[src/rtl/fmdll_cfg_seq.sv]
// Sequences an (M, N) ratio into the DLL under reset, then qualifies its lock.
// Latency: M/N and HOLD one edge after accept; lock RST_CYC+SETTLE_CYC+4 cycles after that.
// Backpressure: cfg_ready only in IDLE/LOCKED/ERROR; requests offered while busy are dropped.
module fmdll_cfg_seq #(
  parameter int RST_CYC     = 8,
  parameter int SETTLE_CYC  = 64,
  parameter int TIMEOUT_CYC = 1024,
  parameter int CNT_W       = 11
) (
  input  logic       clk_ext,
  input  logic       rst,
  input  logic       cfg_valid,
  output logic       cfg_ready,
  input  logic [1:0] cfg_M,
  input  logic [3:0] cfg_N,
  input  logic       dll_lock_in,
  output logic [1:0] M,
  output logic [3:0] N,
  output logic       dll_rst_n,
  output logic       busy,
  output logic       locked,
  output logic       timeout_err,
  output logic       cfg_err,
  output logic       lock_lost
);

  localparam logic [2:0] S_IDLE   = 3'd0;
  localparam logic [2:0] S_HOLD   = 3'd1;
  localparam logic [2:0] S_SETTLE = 3'd2;
  localparam logic [2:0] S_WAIT   = 3'd3;
  localparam logic [2:0] S_LOCKED = 3'd4;
  localparam logic [2:0] S_ERROR  = 3'd5;

  // Terminal counts: each phase ends on the edge where the counter reaches N-1.
  localparam logic [CNT_W-1:0] RST_LAST    = CNT_W'(RST_CYC - 1);
  localparam logic [CNT_W-1:0] SETTLE_LAST = CNT_W'(SETTLE_CYC - 1);
  localparam logic [CNT_W-1:0] TO_LAST     = CNT_W'(TIMEOUT_CYC - 1);
  localparam logic [CNT_W-1:0] CNT_ONE     = CNT_W'(1);

  logic [2:0]       state_q, state_d;
  logic [CNT_W-1:0] cnt_q, cnt_d;
  logic [1:0]       filt_q, filt_d;
  logic             sync1_q, sync2_q;
  logic             lock_s;
  logic [1:0]       m_q, m_d;
  logic [3:0]       n_q, n_d;
  logic             cfg_err_q, cfg_err_d;
  logic             lock_lost_q, lock_lost_d;
  logic             dll_rst_n_q, dll_rst_n_d;
  logic             busy_q, busy_d;
  logic             locked_q, locked_d;
  logic             timeout_err_q, timeout_err_d;
  logic             accept, cfg_bad;

  assign lock_s    = sync2_q;
  assign cfg_ready = (state_q == S_IDLE) || (state_q == S_LOCKED) || (state_q == S_ERROR);
  assign accept    = cfg_valid && cfg_ready;
  assign cfg_bad   = (cfg_M == 2'd0) || (cfg_N == 4'd0);

  // Two-flop synchronizer for the asynchronous DLL lock indication.
  always_ff @(posedge clk_ext) begin
    if (rst) begin
      sync1_q <= 1'b0;
      sync2_q <= 1'b0;
    end else begin
      sync1_q <= dll_lock_in;
      sync2_q <= sync1_q;
    end
  end

  // Next-state: phase sequencing, lock filter, then request handling on top.
  always_comb begin
    state_d     = state_q;
    cnt_d       = cnt_q;
    filt_d      = filt_q;
    m_d         = m_q;
    n_d         = n_q;
    cfg_err_d   = 1'b0;
    lock_lost_d = 1'b0;

    case (state_q)
      S_IDLE: ;
      S_HOLD: begin
        if (cnt_q == RST_LAST) begin
          state_d = S_SETTLE;
          cnt_d   = '0;
        end else begin
          cnt_d = cnt_q + CNT_ONE;
        end
      end
      S_SETTLE: begin
        if (cnt_q == SETTLE_LAST) begin
          state_d = S_WAIT;
          cnt_d   = '0;
          filt_d  = 2'd0;
        end else begin
          cnt_d = cnt_q + CNT_ONE;
        end
      end
      S_WAIT: begin
        // Qualification is tested before the timeout so lock wins a tie.
        if (lock_s && (filt_q == 2'd3)) begin
          state_d = S_LOCKED;
          filt_d  = 2'd0;
        end else begin
          filt_d = lock_s ? (filt_q + 2'd1) : 2'd0;
          if (cnt_q == TO_LAST) begin
            state_d = S_ERROR;
            cnt_d   = '0;
          end else begin
            cnt_d = cnt_q + CNT_ONE;
          end
        end
      end
      S_LOCKED: begin
        if (!lock_s && (filt_q == 2'd3)) begin
          state_d     = S_WAIT;
          lock_lost_d = 1'b1;
          cnt_d       = '0;
          filt_d      = 2'd0;
        end else begin
          filt_d = !lock_s ? (filt_q + 2'd1) : 2'd0;
        end
      end
      S_ERROR: ;
      default: state_d = S_IDLE;
    endcase

    // A bad ratio only raises cfg_err; a good one restarts from HOLD silently.
    if (accept) begin
      if (cfg_bad) begin
        cfg_err_d = 1'b1;
      end else begin
        state_d     = S_HOLD;
        cnt_d       = '0;
        filt_d      = 2'd0;
        m_d         = cfg_M;
        n_d         = cfg_N;
        lock_lost_d = 1'b0;
      end
    end
  end

  // Status flags are registered from the next state so they never glitch.
  always_comb begin
    dll_rst_n_d   = (state_d == S_SETTLE) || (state_d == S_WAIT) || (state_d == S_LOCKED);
    busy_d        = (state_d == S_HOLD) || (state_d == S_SETTLE) || (state_d == S_WAIT);
    locked_d      = (state_d == S_LOCKED);
    timeout_err_d = (state_d == S_ERROR);
  end

  // State, counters, ratio and status registers.
  always_ff @(posedge clk_ext) begin
    if (rst) begin
      state_q       <= S_IDLE;
      cnt_q         <= '0;
      filt_q        <= 2'd0;
      m_q           <= 2'd0;
      n_q           <= 4'd0;
      cfg_err_q     <= 1'b0;
      lock_lost_q   <= 1'b0;
      dll_rst_n_q   <= 1'b0;
      busy_q        <= 1'b0;
      locked_q      <= 1'b0;
      timeout_err_q <= 1'b0;
    end else begin
      state_q       <= state_d;
      cnt_q         <= cnt_d;
      filt_q        <= filt_d;
      m_q           <= m_d;
      n_q           <= n_d;
      cfg_err_q     <= cfg_err_d;
      lock_lost_q   <= lock_lost_d;
      dll_rst_n_q   <= dll_rst_n_d;
      busy_q        <= busy_d;
      locked_q      <= locked_d;
      timeout_err_q <= timeout_err_d;
    end
  end

  assign M           = m_q;
  assign N           = n_q;
  assign dll_rst_n   = dll_rst_n_q;
  assign busy        = busy_q;
  assign locked      = locked_q;
  assign timeout_err = timeout_err_q;
  assign cfg_err     = cfg_err_q;
  assign lock_lost   = lock_lost_q;

endmodule

[config.mk]
export PLATFORM = sky130hd
export DESIGN_NAME = fmdll_cfg_seq
export DESIGN_NICKNAME = d
export VERILOG_FILES = /design/src/rtl/fmdll_cfg_seq.sv
export SDC_FILE = /design/constraint.sdc
export NUM_CORES = 1
export LEC_CHECK = 0
export BUFFER_PORTS_ARGS = -buffer_cell sky130_fd_sc_hd__buf_2
export CAP_MARGIN = 20
export CORE_MARGIN = 3
export CORE_UTILIZATION = 40
export DETAILED_ROUTE_END_ITERATION = 10
export GPL_TIMING_DRIVEN = 0
export MAX_ROUTING_LAYER = met4
export SETUP_SLACK_MARGIN = 0.3
export SLEW_MARGIN = 20
export SYNTH_ARGS = -nofsm -noshare
export SYNTH_HDL_FRONTEND = slang
export SYNTH_SLANG_ARGS = --single-unit
[constraint.sdc]
create_clock -name clk_ext -period 2.2 [get_ports clk_ext]
set_input_delay 0.22 -clock clk_ext [delete_from_list [all_inputs] [get_ports clk_ext]]
set_output_delay 0.22 -clock clk_ext [all_outputs]
set_load 0.005 [all_outputs]
# Word-level counts from Yosys, hierarchy flattened
# Cells that the tools add are included.
word_totals:
  reg_bits: 30
  out_inout_bits: 13
  word_cells: 77
  in_bits: 10
op_classes:
  n_reduce_logical: 17
  eq_ne: 14
  bitwise_logic: 2
  n_addsub: 2
  mux: 29
op_table:
  columns: ["op", "n"]
  rows:
  - ["$mux W11", 7]
  - ["$pmux W11 S4", 1]
  - ["$mux W3", 7]
  - ["$pmux W3 S5", 1]
  - ["$mux W2", 7]
  - ["$eq A3 B2 Y1 const B", 4]
  - ["$eq A3 B3 Y1 const B", 4]
  - ["$add A11 B1 Y11 const B", 1]
  - ["$eq A11 B10 Y1 const B", 1]
  - ["$eq A11 B3 Y1 const B", 1]
  - ["$eq A11 B6 Y1 const B", 1]
  - ["$logic_or A1 B1 Y1", 7]
  - ["$eq A3 B1 Y1 const B", 2]
  - ["$pmux W2 S3", 1]
  - ["$mux W1", 5]
  - ["$logic_not A4 Y1", 1]
  - ["$reduce_or A2 Y1", 2]
  - ["$logic_and A1 B1 Y1", 3]
  - ["$logic_not A3 Y1", 1]
  - ["$add A2 B1 Y2 const B", 1]
  - ["$eq A2 B2 Y1 const B", 1]
  - ["$logic_not A2 Y1", 1]
  - ["$not A1 Y1", 2]
  - ["$reduce_and A2 Y1", 1]
  - ["$logic_not A1 Y1", 1]

# Longest topological paths before layout
logic_depth:
  depth_word: 9
  depth_mapped: 8
  depth_no_buf: 7

# Worst setup path after synthesis
# Ideal clock, no wire load.
synth_path:
  path_kind: "register -> register"
  startpoint: "register cnt_q[0]"
  endpoint: "register cnt_q[3]"
  t_arrival_ns: 1.562
  path_slack_ns: 0.509
  path_stages_with_launch: 7
  required_time_ns: 2.071
  synth_period_minus_slack_ns: 1.691
  path_cell_list: "dfxtp_1 > ha_1 > nor4bb_1 > o211a_1 > o22ai_2 > a32oi_1 > o31ai_1"
synth_via:
  elab_chain_cells: 6
  elab_cells_between_ends: 11
  classes_between: "add/sub (1); eq/ne (3); mux (7)"
synth_lines:
  columns: ["item", "line", "source"]
  rows:
  - ["start, declared", "41", "logic [CNT_W-1:0] cnt_q, cnt_d;"]
  - ["start signal, assigned", "168", "cnt_q <= cnt_d;"]
  - ["$add A11 B1 Y11 or $eq A11 B10 Y1 (tied branches)", null, null]
  - ["$mux W11", "107", "if (cnt_q == TO_LAST) begin"]
  - ["$mux W11", "102", "if (lock_s && (filt_q == 2'd3)) begin"]
  - ["$pmux W11 S4 (*)", "81", "case (state_q)"]
  - ["$mux W11", "131", "if (cfg_bad) begin"]
  - ["$mux W11 (*)", "130", "if (accept) begin"]
# Mark *: on every way between the ends. The rest lies on a longest branch, timed or not.
# A chain may end at the register's enable or synchronous reset.

# Worst setup path in the final report
layout_path:
  startpoint: "register cnt_q[5]"
  endpoint: "register cnt_q[3]"
layout_via:
  elab_chain_cells: 6
  elab_cells_between_ends: 10
  classes_between: "eq/ne (3); mux (7)"
layout_lines:
  columns: ["item", "line"]
  rows:
  - ["$eq A11 B10 Y1", "107"]
  - ["$mux W11", "107"]
  - ["$mux W11", "102"]
  - ["$pmux W11 S4 (*)", "81"]
  - ["$mux W11", "131"]
  - ["$mux W11 (*)", "130"]
# Marks and branches as above.

==> results.md <==
| Quantity | Value |
|:---|:---|
| Outcome | finished, final reports clean |
| Design Power | 1.239 mW |
| Count of input and output buffers | 22 |
| Number of detailed-route iterations in the first pass | 4 |
| Worst clock skew on the final layout | 0.003326 ns |
| Number of buffers created by CTS | 5 |
| Maximum clock insertion buffer count | 2 |
| Required time of the critical path | 2.36 ns |
| Final wirelength | 4005 um |
| CTS clock-pin slew for the worst setup and hold paths | 0.06 ns |
| Number of vias after detailed routing | 1,582 |
| Maximum capacitance violations | 0 |
| Pwr dens | 600.6 nW/um^2 |
| Final period demand of the worst path | 1.811 ns |
| Arrival @ worst endpoint | 1.97 ns |
| Ports placed on the boundary | 23 |
| Final slew viol count | 0 |
| Final ANT Viol Nets | 0 |
| Fraction of the cycle the final worst path needs | 0.8234 |
| Per-cell via count in the routed design | 5.691 |
| Async S/R FF share, synth | 0 |
| Flip-flop cell with the highest count after synthesis | sky130_fd_sc_hd__dfxtp_1 |
| Beginning of the worst register-to-register path | cnt_q[5]$_SDFF_PP0_ |
| Leading post-synthesis cells by instance count | sky130_fd_sc_hd__dfxtp_1 (30), sky130_fd_sc_hd__nor2_1 (18), sky130_fd_sc_hd__nand2_1 (14), sky130_fd_sc_hd__o21ai_0 (10) |
| Most frequently used cell type in the post-synthesis netlist | sky130_fd_sc_hd__dfxtp_1 |
| Worst relative slew slack | 0.6683 |
| Number of register bits inferred by synthesis | 30 |
| Leakage power | 0.8381 nW |
| Number of global-route vias before repair | 1,519 |
| Crit-path slowest cell | sky130_fd_sc_hd__nor4_4 |
| DRT iter0 DRCs | 159 |
| Hold-fix buffers, CTS | 0 |
| Area delta synth->final | 26.46% |
| Clock latency at the later pin of the worst-skew pair | 0.28 ns |
| Clock tree from TritonCTS | done |
| R2r setup slk | 0.39 ns |
| Actual slew at the worst max-slew pin | 0.4952 ns |
| DRC errors left | 0 |
| Worst vdd ir | 0.3178 mV |
| Mean Syn Cell Area | 8.454 um^2 |
| Layout cells sized above 1 | 0.3043 |
| HPWL after DPL | 2862 um |
| Worst Setup Path Type | register to register |
| Number of failing setup endpoints in the final timing report | 0 |
| Floorplan die area | 4881 um^2 |
| Launching instance or port of the critical path | cnt_q[5]$_SDFF_PP0_ |
| Final Non-Filler Cells | 278 |
| Proportion of netlist area held by the largest area contributor | 0.3681 |
| Slowest stage delay, CP | 0.41 ns |
| Pre-CTS worst setup slack | 0.1549 ns |
| Cells after synthesis | 193 |
| CP startpoint kind | register |
| Largest cells by area after synthesis | sky130_fd_sc_hd__dfxtp_1 (37%), sky130_fd_sc_hd__mux2i_1 (4.3%), sky130_fd_sc_hd__nor2_1 (4.1%) |
| Final count of hold timing violations | 0 |
| Pin count of the biggest net entering global routing | 11 |
| Number of fill cells | 359 |
| Util after Layout | 0.5431 |
| Largest fanout of any net on the critical path | 9 |
| Library cell with the largest summed area after synthesis | sky130_fd_sc_hd__dfxtp_1 |
| Cell Chain, Critical Path | clkbuf_2, nand3_2, nor4_4, buf_4, o22ai_2, a32oi_1, o31ai_1 |
| Starting density of the core | 0.4295 |
| Top delay family on crit path | simple AND/OR/NAND/NOR gates |
| Floorplan row count | 22 |
| Setup repair after global routing missed its margin | no |
| Post-detailed-route wirelength per cell | 14.41 um |
| Number of cells in the design after placement | 263 |
| Post-synthesis instance area | 1632 um^2 |
| Global router's overall resource usage | 0.1698 |
| Area of the placeable core | 3799 um^2 |
| Total grt overflow | 0 |
| Global-route wire length before repair | 6693 um |
| Peak Freq | 552.0 MHz |
| Worst min-delay path category | input port to register |
| Yosys warning total | 0 |
| Die span in x | 69.87 um |
| Final WS setup | 0.3885 ns |
| Clk Tree Root Cell | sky130_fd_sc_hd__clkbuf_8 |
| Number of nets at the end of the flow | 241 |
| Net count of the mapped netlist | 205 |
| Proportion of synthesized chip area in sequential cells | 0.3681 |
| Number of levels the H-tree was split into | 2 |
| Post-route setup TNS | 0 ns |
| GPL Wtd Cong | 0.9316 |
| Bufs and invs on worst path | 2 |
| Die height | 69.87 um |
| Antenna Cells | 0 |
| Worst hold start | dll_lock_in |
| Total clock sinks | 30 |
| Initial antenna violation count | 0 |
| EDFF count, synth | 0 |
| Synth unique cells | 53 |
| Element type at the critical path end | register |
final timing paths:
path                              end  cells past startpoint
hold / removal     sync1_q$_SDFF_PP0_                      2
hold reg to reg     lock_s$_SDFF_PP0_                      1
setup / recovery  cnt_q[3]$_SDFF_PP0_                      7
setup reg to reg  cnt_q[3]$_SDFF_PP0_                      7
repair_timing:
| item | 4_1_cts | 5_1_grt |
|---|---|---|
| pin swaps | 2 | 7 |
| buffers inserted | 2 | 4 |
| resized for setup | 7 | 18 |
| endpoints found under the setup margin | 12 | 16 |
| gates cloned | 0 | 1 |
cells by family (layout without fill, tap and decap cells):
logic type,after synthesis,after routing,share of synthesized area
adder cells (fa/ha/maj),2,2,0.01533
buffers and inverters,17,53,0.04601
multiplexers,8,8,0.04985
AO/OA/AOI/OAI,49,50,0.2247
XOR/XNOR,2,2,0.01074
flip-flops,30,30,0.3681
AND/OR/NAND/NOR,85,85,0.2853
power breakdown:
group          switching, mW  internal, mW  total [mW]
registers            0.00801         0.558       0.566
clock network          0.201         0.316       0.517
logic                 0.0842        0.0723       0.157
metal layers:
metal  part of all wire  track usage  up-vias  wire length (um)
met2               0.46       0.2686       55              1840
met1               0.46       0.2155      746              1857
met3              0.064      0.03597        5               255
met5                  0            -        -                 0
met4              0.013      0.05745        0                51
li1                   -            -      776                 -
state kept, by name, indices dropped and copies added (netlist names), 2 cells and up:
signal,flops
cnt_q,11
N,4
state_q,3
M,2
filt_q,2
final cells by class:
type / instances / area, um^2 / share of cell area
clock buffers: 8 / 110.1 / 0.05337
flip-flops and latches: 30 / 603.1 / 0.2923
repair buffers: 28 / 155.1 / 0.07520
inverters: 7 / 26.28 / 0.01273
plain buffers: 10 / 57.56 / 0.02790
well taps: 48 / 60.06 / 0.02911
multi-input cells: 147 / 1051 / 0.5094
per-stage QoR:
step	hold slack (ns)	area [um^2]
4_1_cts	0.1555	1959
3_3_place_gp	0.4238	1802
3_5_place_dp	0.4223	1802
5_1_grt	0.1710	2063
2_1_floorplan	0.3482	1632
6_report	0.1546	2063
cells in the final DEF (no fill, tap or decap), drive strengths merged, types with 2 or more instances in the layout:
master,n
buf,31
dfxtp,30
nor2,18
nand2,15
clkbuf,15
o21ai,11
nor3,9
nand3,8
a21oi,8
inv,7
mux2i,7
and2,7
nand2b,6
a31oi,5
nor2b,5
o22ai,4
and3,3
o21bai,3
o211ai,3
a32oi,3
a21o,3
nor4,3
nand4bb,2
nand4,2
ha,2
No activity file was read; power rests on OpenSTA's default activity.
